## src/rtl/nist04_pattern_gen_if.sv

```systemverilog
// nist04_pattern_gen_if: control and serial-stream signals of the longest-run stimulus source
interface nist04_pattern_gen_if;
  logic start;
  logic [1:0] mode;
  logic [1:0] cls_in;
  logic ready;
  logic bit_out;
  logic bit_valid;
  logic blk_first;
  logic cls_ack;
  logic busy;
  logic done;
  modport master (output start, mode, cls_in, ready, input bit_out, bit_valid, blk_first, cls_ack, busy, done);
  modport slave (input start, mode, cls_in, ready, output bit_out, bit_valid, blk_first, cls_ack, busy, done);
endinterface

```

## src/rtl/nist04_pattern_gen.sv

```systemverilog
// nist04_pattern_gen: serial 8-bit block source (raw LFSR or shaped longest-run class) for the NIST04 checker
module nist04_pattern_gen #(
  parameter int N_BLKS = 16,
  parameter logic [15:0] SEED = 16'hACE1
) (
  input logic clk,
  input logic rstn,
  nist04_pattern_gen_if.slave io
);
  localparam logic [1:0] IDLE = 2'd0, LOAD = 2'd1, SHIFT = 2'd2, DONE = 2'd3;
  logic [1:0] state, mode;
  logic [15:0] lfsr, lfsr_nxt;
  logic [7:0] blk, blk_nxt, src_lo;
  logic [1:0] src_hi;
  logic [2:0] bit_idx, run;
  logic [3:0] blk_idx;
  logic acc, last_bit, last_blk, load;
  assign lfsr_nxt = {lfsr[14:0], lfsr[15] ^ lfsr[13] ^ lfsr[12] ^ lfsr[10]};
  assign acc = state == SHIFT && io.ready;
  assign last_bit = acc && bit_idx == 3'd7;
  assign last_blk = blk_idx == 4'(N_BLKS - 1);
  assign load = state == LOAD || (last_bit && !last_blk);
  // block 0 uses the seed as-is; later blocks use the value after the boundary step
  assign src_lo = state == LOAD ? lfsr[7:0] : lfsr_nxt[7:0];
  assign src_hi = state == LOAD ? lfsr[15:14] : lfsr_nxt[15:14];
  assign run = io.cls_in == 2'd3 ? 3'd4 + {1'b0, src_hi} : {1'b0, io.cls_in} + 3'd1;
  // run ones, a zero, then filler masked to 1010.. so no filler run can reach the run length
  assign blk_nxt = mode == 2'b00 ? src_lo :
                   mode == 2'b10 ? 8'hFF :
                   mode == 2'b11 ? 8'h55 :
                   ~(8'hFF >> run) | (src_lo & (8'hAA >> ({1'b0, run} + 4'd1)));
  assign io.bit_valid = state == SHIFT;
  assign io.bit_out = state == SHIFT && blk[3'd7 - bit_idx];
  assign io.blk_first = state == SHIFT && bit_idx == 3'd0;
  assign io.cls_ack = load && mode == 2'b01;
  assign io.busy = state == LOAD || state == SHIFT;
  assign io.done = state == DONE;
  always_ff @(posedge clk) begin
    if (!rstn) begin
      state <= IDLE;
      mode <= 2'b00;
      lfsr <= SEED;
      blk <= 8'h00;
      bit_idx <= 3'd0;
      blk_idx <= 4'd0;
    end else begin
      if (state == IDLE && io.start) begin
        state <= LOAD;
        mode <= io.mode;
        lfsr <= SEED;
        bit_idx <= 3'd0;
        blk_idx <= 4'd0;
      end
      if (state == LOAD) state <= SHIFT;
      if (state == DONE) state <= IDLE;
      if (load) blk <= blk_nxt;
      if (acc) begin
        lfsr <= lfsr_nxt;
        bit_idx <= bit_idx + 3'd1;
      end
      if (last_bit) begin
        if (last_blk) state <= DONE;
        else blk_idx <= blk_idx + 4'd1;
      end
    end
  end
endmodule

```

## src/flat_wrapper.sv

```systemverilog
// flat-port wrapper written by rule: the top's interface ports become plain ports
module nist04_pattern_gen_flat 
#(
  parameter int N_BLKS = 16,
  parameter logic [15:0] SEED = 16'hACE1
)
  (clk, rstn, io_start, io_mode, io_cls_in, io_ready, io_bit_out, io_bit_valid, io_blk_first, io_cls_ack, io_busy, io_done);
  nist04_pattern_gen_if io_i ();
  input logic clk;
  input logic rstn;
  input wire logic [$bits(io_i.start)-1:0] io_start;
  input wire logic [$bits(io_i.mode)-1:0] io_mode;
  input wire logic [$bits(io_i.cls_in)-1:0] io_cls_in;
  input wire logic [$bits(io_i.ready)-1:0] io_ready;
  output wire logic [$bits(io_i.bit_out)-1:0] io_bit_out;
  output wire logic [$bits(io_i.bit_valid)-1:0] io_bit_valid;
  output wire logic [$bits(io_i.blk_first)-1:0] io_blk_first;
  output wire logic [$bits(io_i.cls_ack)-1:0] io_cls_ack;
  output wire logic [$bits(io_i.busy)-1:0] io_busy;
  output wire logic [$bits(io_i.done)-1:0] io_done;
  assign io_i.start = io_start;
  assign io_i.mode = io_mode;
  assign io_i.cls_in = io_cls_in;
  assign io_i.ready = io_ready;
  assign io_bit_out = io_i.bit_out;
  assign io_bit_valid = io_i.bit_valid;
  assign io_blk_first = io_i.blk_first;
  assign io_cls_ack = io_i.cls_ack;
  assign io_busy = io_i.busy;
  assign io_done = io_i.done;
  nist04_pattern_gen #(.N_BLKS(N_BLKS), .SEED(SEED)) u_core (.clk(clk), .rstn(rstn), .io(io_i));
endmodule
```

## config.mk

```make
export PLATFORM = sky130hd
export DESIGN_NAME = nist04_pattern_gen_flat
export DESIGN_NICKNAME = d
export VERILOG_FILES = /design/src/rtl/nist04_pattern_gen_if.sv /design/src/rtl/nist04_pattern_gen.sv /design/src/flat_wrapper.sv
export SDC_FILE = /design/constraint.sdc
export NUM_CORES = 1
export LEC_CHECK = 0
export CAP_MARGIN = 20
export CORE_MARGIN = 5
export CORE_UTILIZATION = 49
export CTS_CLUSTER_DIAMETER = 200
export DETAILED_ROUTE_END_ITERATION = 7
export PLACE_DENSITY = 0.78
export SLEW_MARGIN = 20
export SYNTH_ARGS = -nofsm -noshare
export SYNTH_HDL_FRONTEND = slang
export SYNTH_SLANG_ARGS = --single-unit
```

## constraint.sdc

```tcl
create_clock -name clk -period 3.5 [get_ports clk]
set_input_delay 0.525 -clock clk [delete_from_list [all_inputs] [get_ports clk]]
set_output_delay 0.525 -clock clk [all_outputs]
set_load 0.05 [all_outputs]
```

After elaboration in Yosys (flattened, before gate mapping). Index checks and enable logic that the tools add are counted.

Bits in latches: 0. RAM bits: 0. Register bits after elaboration: 35. Memory bits (read-only): 0. Logic and storage cells: 64. Input bits: 8. Memories kept: 0.

Divide/modulo/power cells: 0. Multipliers: 0. Multiplexer cells: 20. Shift-type cells: 2. $add $sub $neg: 6. Reduce and logical (&&, ||, !) cells: 14. Bitwise gates (word level): 6. Equality and inequality tests: 9. Magnitude comparators: 1.

Operators by type and width (number): 16-bit 2-to-1 mux (2); 8-bit 2-to-1 mux (4); 2-bit 2-to-1 mux (6); 4-bit 2-to-1 mux (3); 2-bit == test (second input constant) (5); 3-bit 2-to-1 mux (3); 8-bit AND (1); 8-bit NOT (1); 8-bit bitwise OR (1); 8-bit by 3-bit >> shifter with 8-bit output (first input constant) (1); 8-bit by 4-bit >> shifter with 8-bit output (first input constant) (1); 1-bit logical AND (7); 3-bit by 1-bit adder with 4-bit output (second input constant) (1); 4-bit by 1-bit adder with 4-bit output (second input constant) (1); 2-bit by 1-bit == test with 1-bit output (second input constant) (2); 4-bit == test (second input constant) (1); 2-bit logical NOT (2); 3-bit by 4-bit < comparator with 1-bit output (second input constant) (1); 2-bit by 1-bit adder with 3-bit output (second input constant) (1); 3-bit by 1-bit adder with 3-bit output (second input constant) (1); 3-bit by 2-bit adder with 3-bit output (first input constant) (1); 1-bit binary-select mux with 3-bit select (1); 3-bit == test (second input constant) (1); 3-bit logical NOT (1); 6 further kinds (9).

Logic depth before layout (Yosys ltp). Gate-level depths: netlist (run 1).

Word-level depth: 11. Depth in mapped cells: 8. Mapped depth without buffers: 6.

Worst setup path before layout (run 1). OpenSTA, ideal clock, no wires.

Path kind: register to output. Start point: register u_core.state[0]. End point: output io_bit_out. Slack: 0.832 ns. Path buffers: 0. Stages on the path, launching flop included: 4. Arrival: 2.143 ns. Data required time: 2.975 ns. Path through: dfxtp_1 inv_1 ha_1 a21boi_0.

Word-level cells in the longest chain between the ends: 2.

RTL lines: start, declared (line nist04_pattern_gen.sv:11) `logic [1:0] state, mode;`; start signal, assigned (line nist04_pattern_gen.sv:40) `state <= IDLE;`; start signal, assigned (line nist04_pattern_gen.sv:48) `state <= LOAD;`; start signal, assigned (line nist04_pattern_gen.sv:54) `if (state == LOAD) state <= SHIFT;`; 2-bit == test; via io_bit_valid (line flat_wrapper.sv:16) `output wire logic [$bits(io_i.bit_valid)-1:0] io_bit_valid;`; 1-bit logical AND (line nist04_pattern_gen.sv:33) `assign io.bit_out = state == SHIFT && blk[3'd7 - bit_idx];`; end, declared (line flat_wrapper.sv:15) `output wire logic [$bits(io_i.bit_out)-1:0] io_bit_out;`.

The timed path passes the listed nets, and every way through them passes these cells.

Worst setup path in the final report (run 1).
Start point: register u_core.state[0]. End point: output io_cls_ack.

Word-level cells in the longest chain between the ends: 6. Elaborated cells between the ends (all ways): 7.

RTL lines: 2-bit == test (line nist04_pattern_gen.sv:19) `assign acc = state == SHIFT && io.ready;`; 1-bit logical AND (line nist04_pattern_gen.sv:19); 1-bit logical AND (line nist04_pattern_gen.sv:20) `assign last_bit = acc && bit_idx == 3'd7;`; 1-bit logical AND (line nist04_pattern_gen.sv:22) `assign load = state == LOAD || (last_bit && !last_blk);`; 1-bit logical OR * (line nist04_pattern_gen.sv:22); 1-bit logical AND * (line nist04_pattern_gen.sv:35) `assign io.cls_ack = load && mode == 2'b01;`; end, declared (line flat_wrapper.sv:18) `output wire logic [$bits(io_i.cls_ack)-1:0] io_cls_ack;`.

Mark *: on every way between the ends. The rest lies on a longest branch, timed or not.

==> results of run 1 <==
-- cells by family (layout without fill, tap and decap cells) --
logic type,count (synthesis),count (layout),share of synthesized area (%)
xor+xnor,3,3,1.39
flops,35,35,37.0
simple gates,69,69,18.0
compound gates,68,68,24.0
buf+inv,19,30,5.08
fa+ha+maj,11,11,7.26
mux,11,11,7.33
-- stage by stage --
stage / cells / setup WS (ns)
after detailed placement: 267 / 0.883
final: 275 / 0.819
after global placement: 267 / 0.878
after floorplan: 216 / 0.832
after CTS: 275 / 0.799
after global routing: 275 / 0.652
-- final cells by class --
cell class	count	share of cell area (%)
multi-input cells	162	51.5
clock buffers	6	3.87
flip-flops and latches	35	32.8
repair buffers	13	5.75
inverters	9	1.58
clock inverters	2	1.64
well taps	48	2.82
-- cell usage in the layout, fill, tap and decap left out, types with 2 or more instances in the layout --
master and instances:
o21a_1 4, nand2b_1 5, nand4_1 3, mux4_2 2
xnor2_1 2, a21oi_1 14, and2_1 2, inv_1 8
o21ai_1 2, mux2_2 3, ha_1 11, nor2_1 10
dfxtp_1 35, a22oi_1 10, clkdlybuf4s50_1 11, nand2_1 25
o21ai_0 12, clkbuf_8 6, o22ai_1 8, a21boi_0 5
nor2b_1 13, mux2i_1 6, nand3_1 6, o211a_1 2
a31oi_1 4
-- report_power, final --
group	total, mW	switching [mW]	internal (mW)
clock	0.378	0.148	0.230
combinational	0.192	0.114	0.0778
sequential	0.441	0.0205	0.420
total	1.01	0.282	0.728
-- per-layer routing --
layer  part of all wire [%]  vias to the layer above
li1                       -                      797
met1                     44                      743
met2                     48                       40
met3                    5.5                       13
met4                    3.2                        0
met5                      0                        -
-- critical path, delay by kind of cell, from the launching register on --
family	cells	cell delay [ns]
simple gates	2	0.71
flops	1	0.35
buf+inv	2	0.29
fa+ha+maj	1	0.28
compound gates	1	0.22
-- how the worst min path moves through the flow --
stage / start / end / depth (start not counted)
4_1_cts: u_core.lfsr[11] / u_core.lfsr[11] / 2
6_report: u_core.lfsr[11] / u_core.lfsr[11] / 2
5_1_grt: u_core.lfsr[9] / u_core.lfsr[10] / 2
2_1_floorplan: u_core.lfsr[11] / u_core.lfsr[11] / 2
3_5_place_dp: u_core.lfsr[11] / u_core.lfsr[11] / 2
3_3_place_gp: u_core.lfsr[11] / u_core.lfsr[11] / 2
-- registers in the layout, summed over array words and instances, names as in the netlist --
signal,count
u_core.bit_idx,3
u_core.blk,8
u_core.blk_idx,4
u_core.lfsr,16
u_core.mode,2
u_core.state,2
==> run metrics, run 1 <==
final core utilization=57.4%; highest clock rate=0.373 GHz; Worst Path Required=2.97 ns; crit-path cells=inv_1 -> ha_1 -> and2_1 -> a31oi_2 -> nor2_1 -> buf_4; RSZ-0062 raised after global routing=false; Pwr Total=1.01 mW; area of the mapped netlist=1900 sq um; count of cell types in the netlist=41; Worst slew margin=41.0%; prevailing post-synth register cell=dfxtp_1; antenna violations before repair=0; Worst R2R Path Depth=6; syn_nets=235; # port buffers=13; Seq/Total Area, Yosys=37.0%; Chip Height=72.2 um; TritonCTS clock tree=yes; fin crit share=76.6%; count leader, synth=dfxtp_1; Pleak=0.788 nW; Synth Area per Inst=8.78 sq um; largest cells by area after synthesis=dfxtp_1 37%, ha_1 7.3%, nand2_1 5.0%; DR pass1 iterations=4; Top Ports=14; grt ovf=0; Slowest-stage cell, CP=and2_1; share of cells above drive strength 1=8.81%; routed wire length=3930 um; number of hold buffers added after CTS=0; FF-to-FF End=u_core.bit_idx[1]; Chip Width=72.2 um; Final Cell Area=2130 sq um; Post-Route Skew=0.00652 ns; worst reg2reg startpoint=u_core.state[0]; Final HPWL DP=2740 um; crit path launch type=flip-flop; first-pass GRT wire length=6900 um; FF-to-FF setup slack=1.20 ns; RePlAce Congestion=0.848; setup TNS=0 ns; cts repair resizes=0; timing startpoint of the critical path=u_core.state[0]; nets=245; largest net degree at the start of global routing=36; CP Max Fanout=16; Critical Path AT=2.16 ns; CP max stage delay=0.57 ns; total CTS buffers=5; Post-CTS Setup Inserts=0; vias=1,593; die area=5210 sq um; Setup-failing EPs final=0; P per Cell Area=474 nW/um^2; critical setup path kind=flip-flop to primary output; status=finished clean; post-route DRC violation count=0; Total GRT Usage=16.8%; Slew @ Worst Pin=0.885 ns; clk sink count=35; endpoints failing hold=0; Worst-path clk slew=0.07 ns; placement-stage cell area=2020 sq um; GR Layer Usage met3=5.12%; vias in the first global route=1,513; Routed Antenna Nets=0; Max IR drop VDD=0.216 mV; Area Overhead vs Synth=12.5%; commonest cells in the netlist=35 x dfxtp_1, 25 x nand2_1, 14 x a21oi_1; post-synth top area cell=dfxtp_1; Post-synth EDFFs=0; Yosys reg bits=35; Tmin final=2.68 ns; FP Rows=22; endpoint type of the worst setup path=primary output; Syn Inst Count=216; average wire per standard cell=14.3 um; Worst-Skew Late Latency=0.29 ns; vias per std cell=5.79; M1 GR Usage=20.3%; Async SR Flop Fraction=0%; GR peak layer=met2; Initial Util=51.0%; ANT cells=0; Final Max Tran Viols=0; hold_ws=0.489 ns; storage element area=701 sq um; filler cell count=319; yosys warns=0; max_cap viols=0; initial DRC count=149; Hold/Removal Path Class=flip-flop to flip-flop; GR Util met2=26.2%; Core Box Area=3720 sq um; Worst setup endpoint=io_cls_ack; Root Driver=clkbuf_8; post-synth top area share=37.0%; H-tree depth=2; footprint of the multi-input gates=1100 sq um; CTS Buffer Depth=2
Power figures use the tool's default switching activity.
==> run 2, diff against run 1 <==
Clock period 3.5 ns to 2.58 ns, I/O delays scaled along.
==> run 2 against run 1 <==
  * Largest power group unchanged
  * Non-clock buffer count rose by 2
  * Global-route usage fell by 0.73 points
  * Cell count did not move
  * Die area did not move
  * Core utilization fell by 0.27 points
  * Worst hold slack got worse by 0.011 ns
  * Clock-buffer cell count did not move
  * Register-to-register slack got worse by 0.76 ns
  * Clock skew rose by 0.0036 ns
==> run metrics, run 2 (synthesis results as in run 1) <==
vias=1,564; # port buffers=13; TritonCTS clock tree=yes; Worst Path Required=2.19 ns; routed wire length=3930 um; footprint of the multi-input gates=1100 sq um; commonest non-fill, non-tap cell in the layout=dfxtp_1; Core Box Area=3720 sq um; share of cells above drive strength 1=7.93%; Slew @ Worst Pin=0.898 ns; final core utilization=57.1%; Final Max Tran Viols=0; Final HPWL DP=2880 um; ANT cells=0; RSZ-0062 raised after global routing=false; DR pass1 iterations=4; vias in the first global route=1,440; Top Ports=14; setup ws final=0.242 ns; Worst setup endpoint=io_blk_first; endpoint type of the worst setup path=primary output; first-pass GRT wire length=6690 um; critical setup path kind=flip-flop to primary output; Tmin final=2.34 ns; Final Cell Area=2120 sq um; average wire per standard cell=14.3 um; Pleak=0.795 nW; Setup-failing EPs final=0; Area Overhead vs Synth=12.0%; grt ovf=0; max_cap viols=0; Worst-Skew Late Latency=0.29 ns; post-route DRC violation count=0; number of hold buffers added after CTS=0; vias per std cell=5.69; hold_ws=0.478 ns; RePlAce Congestion=0.864; FP Rows=22; commonest non-fill, non-tap cells in the layout=35 x dfxtp_1, 25 x nand2_1, 14 x a21oi_1; storage element area=701 sq um; FF-to-FF End=u_core.lfsr[14]; Root Driver=clkbuf_8; Worst-path clk slew=0.06 ns; Total GRT Usage=16.0%; Largest register FFs=16; Post-Route Skew=0.0102 ns; timing startpoint of the critical path=u_core.state[0]; antenna violations before repair=0; filler cell count=347; Hold/Removal Path Class=flip-flop to flip-flop; endpoints failing hold=0; Worst R2R Path Depth=6; Worst slew margin=40.2%; Routed Antenna Nets=0; total CTS buffers=5; Chip Width=72.2 um; DP Worst Slack=0.325 ns; largest net degree at the start of global routing=20; CTS Buffer Depth=2; clk sink count=35; Largest Register=u_core.lfsr; placement-stage cell area=2050 sq um; FF-to-FF setup slack=0.44 ns; nets=247; fin crit share=90.6%; crit path launch type=flip-flop; Chip Height=72.2 um; die area=5210 sq um; H-tree depth=2; Critical Path AT=1.95 ns; highest clock rate=0.428 GHz; worst reg2reg startpoint=u_core.state[0]; CP Max Fanout=6; Max IR drop VDD=0.384 mV; initial DRC count=116; setup TNS=0 ns; Regs by FF count=u_core.lfsr: 16 flops, u_core.blk: 8 flops, u_core.blk_idx: 4 flops; Initial Util=51.0%; P per Cell Area=573 nW/um^2; status=finished clean
==> run 2: cell count changes in the layout (fill, tap and decap cells not counted) <==
cell	change
buf_12	+1
buf_2	-1
buf_4	+1
bufinv_16	-1
clkbuf_1	+1
clkbuf_8	-1
clkinv_2	-1
dlymetal6s2s_1	+1
==> run 2: worst min path at each step <==
stage / startpoint / endpoint / slack, ns / depth (start not counted)
2_1_floorplan: u_core.lfsr[11] / u_core.lfsr[11] / 0.44 / 2
3_3_place_gp: u_core.lfsr[11] / u_core.lfsr[11] / 0.46 / 2
3_5_place_dp: u_core.lfsr[11] / u_core.lfsr[11] / 0.46 / 2
4_1_cts: u_core.lfsr[11] / u_core.lfsr[11] / 0.48 / 2
5_1_grt: u_core.lfsr[11] / u_core.lfsr[11] / 0.50 / 2
6_report: u_core.lfsr[11] / u_core.lfsr[11] / 0.48 / 2
==> run 2: final cells by class <==
| cell class | instances | area share [%] |
|---|---|---|
| Multi-Input combinational cell | 162 | 51.7 |
| Clock buffer | 6 | 3.42 |
| Inverter | 9 | 1.59 |
| Tap cell | 48 | 2.83 |
| Sequential cell | 35 | 33.0 |
| Timing Repair Buffer | 15 | 7.42 |
==> run 2: per-stage QoR <==
stage                     instances  total power, mW
after floorplan                 216            0.811
after global placement          269            0.869
after detailed placement        269            0.874
after CTS                       275             1.23
after global routing            275             1.28
final                           275             1.22
==> run 2: layer usage <==
layer,vias to the layer above,wire [um],global-route usage [%]
met1,731,1790,21.0
met4,0,36,3.34
met3,5,176,4.57
li1,801,-,-
met5,-,0,0
met2,27,1920,26.3
==> run 2: where the power goes <==
part	internal (mW)	switching, mW	total (mW)
sequential	0.571	0.0282	0.599
clock	0.179	0.174	0.354
combinational	0.109	0.155	0.264
==> run 2: repair_timing <==
action,CTS,global route
setup buffers,0,0
resized for setup,0,1
setup endpoints to repair,0,1
==> run 2: critical path: stages (launching register included) <==
cell             delay (ns)
dfxtp_1                0.34
inv_1                  0.09
ha_1                   0.26
nand2_1                0.08
nor2_1                 0.10
clkdlybuf4s50_1        0.81
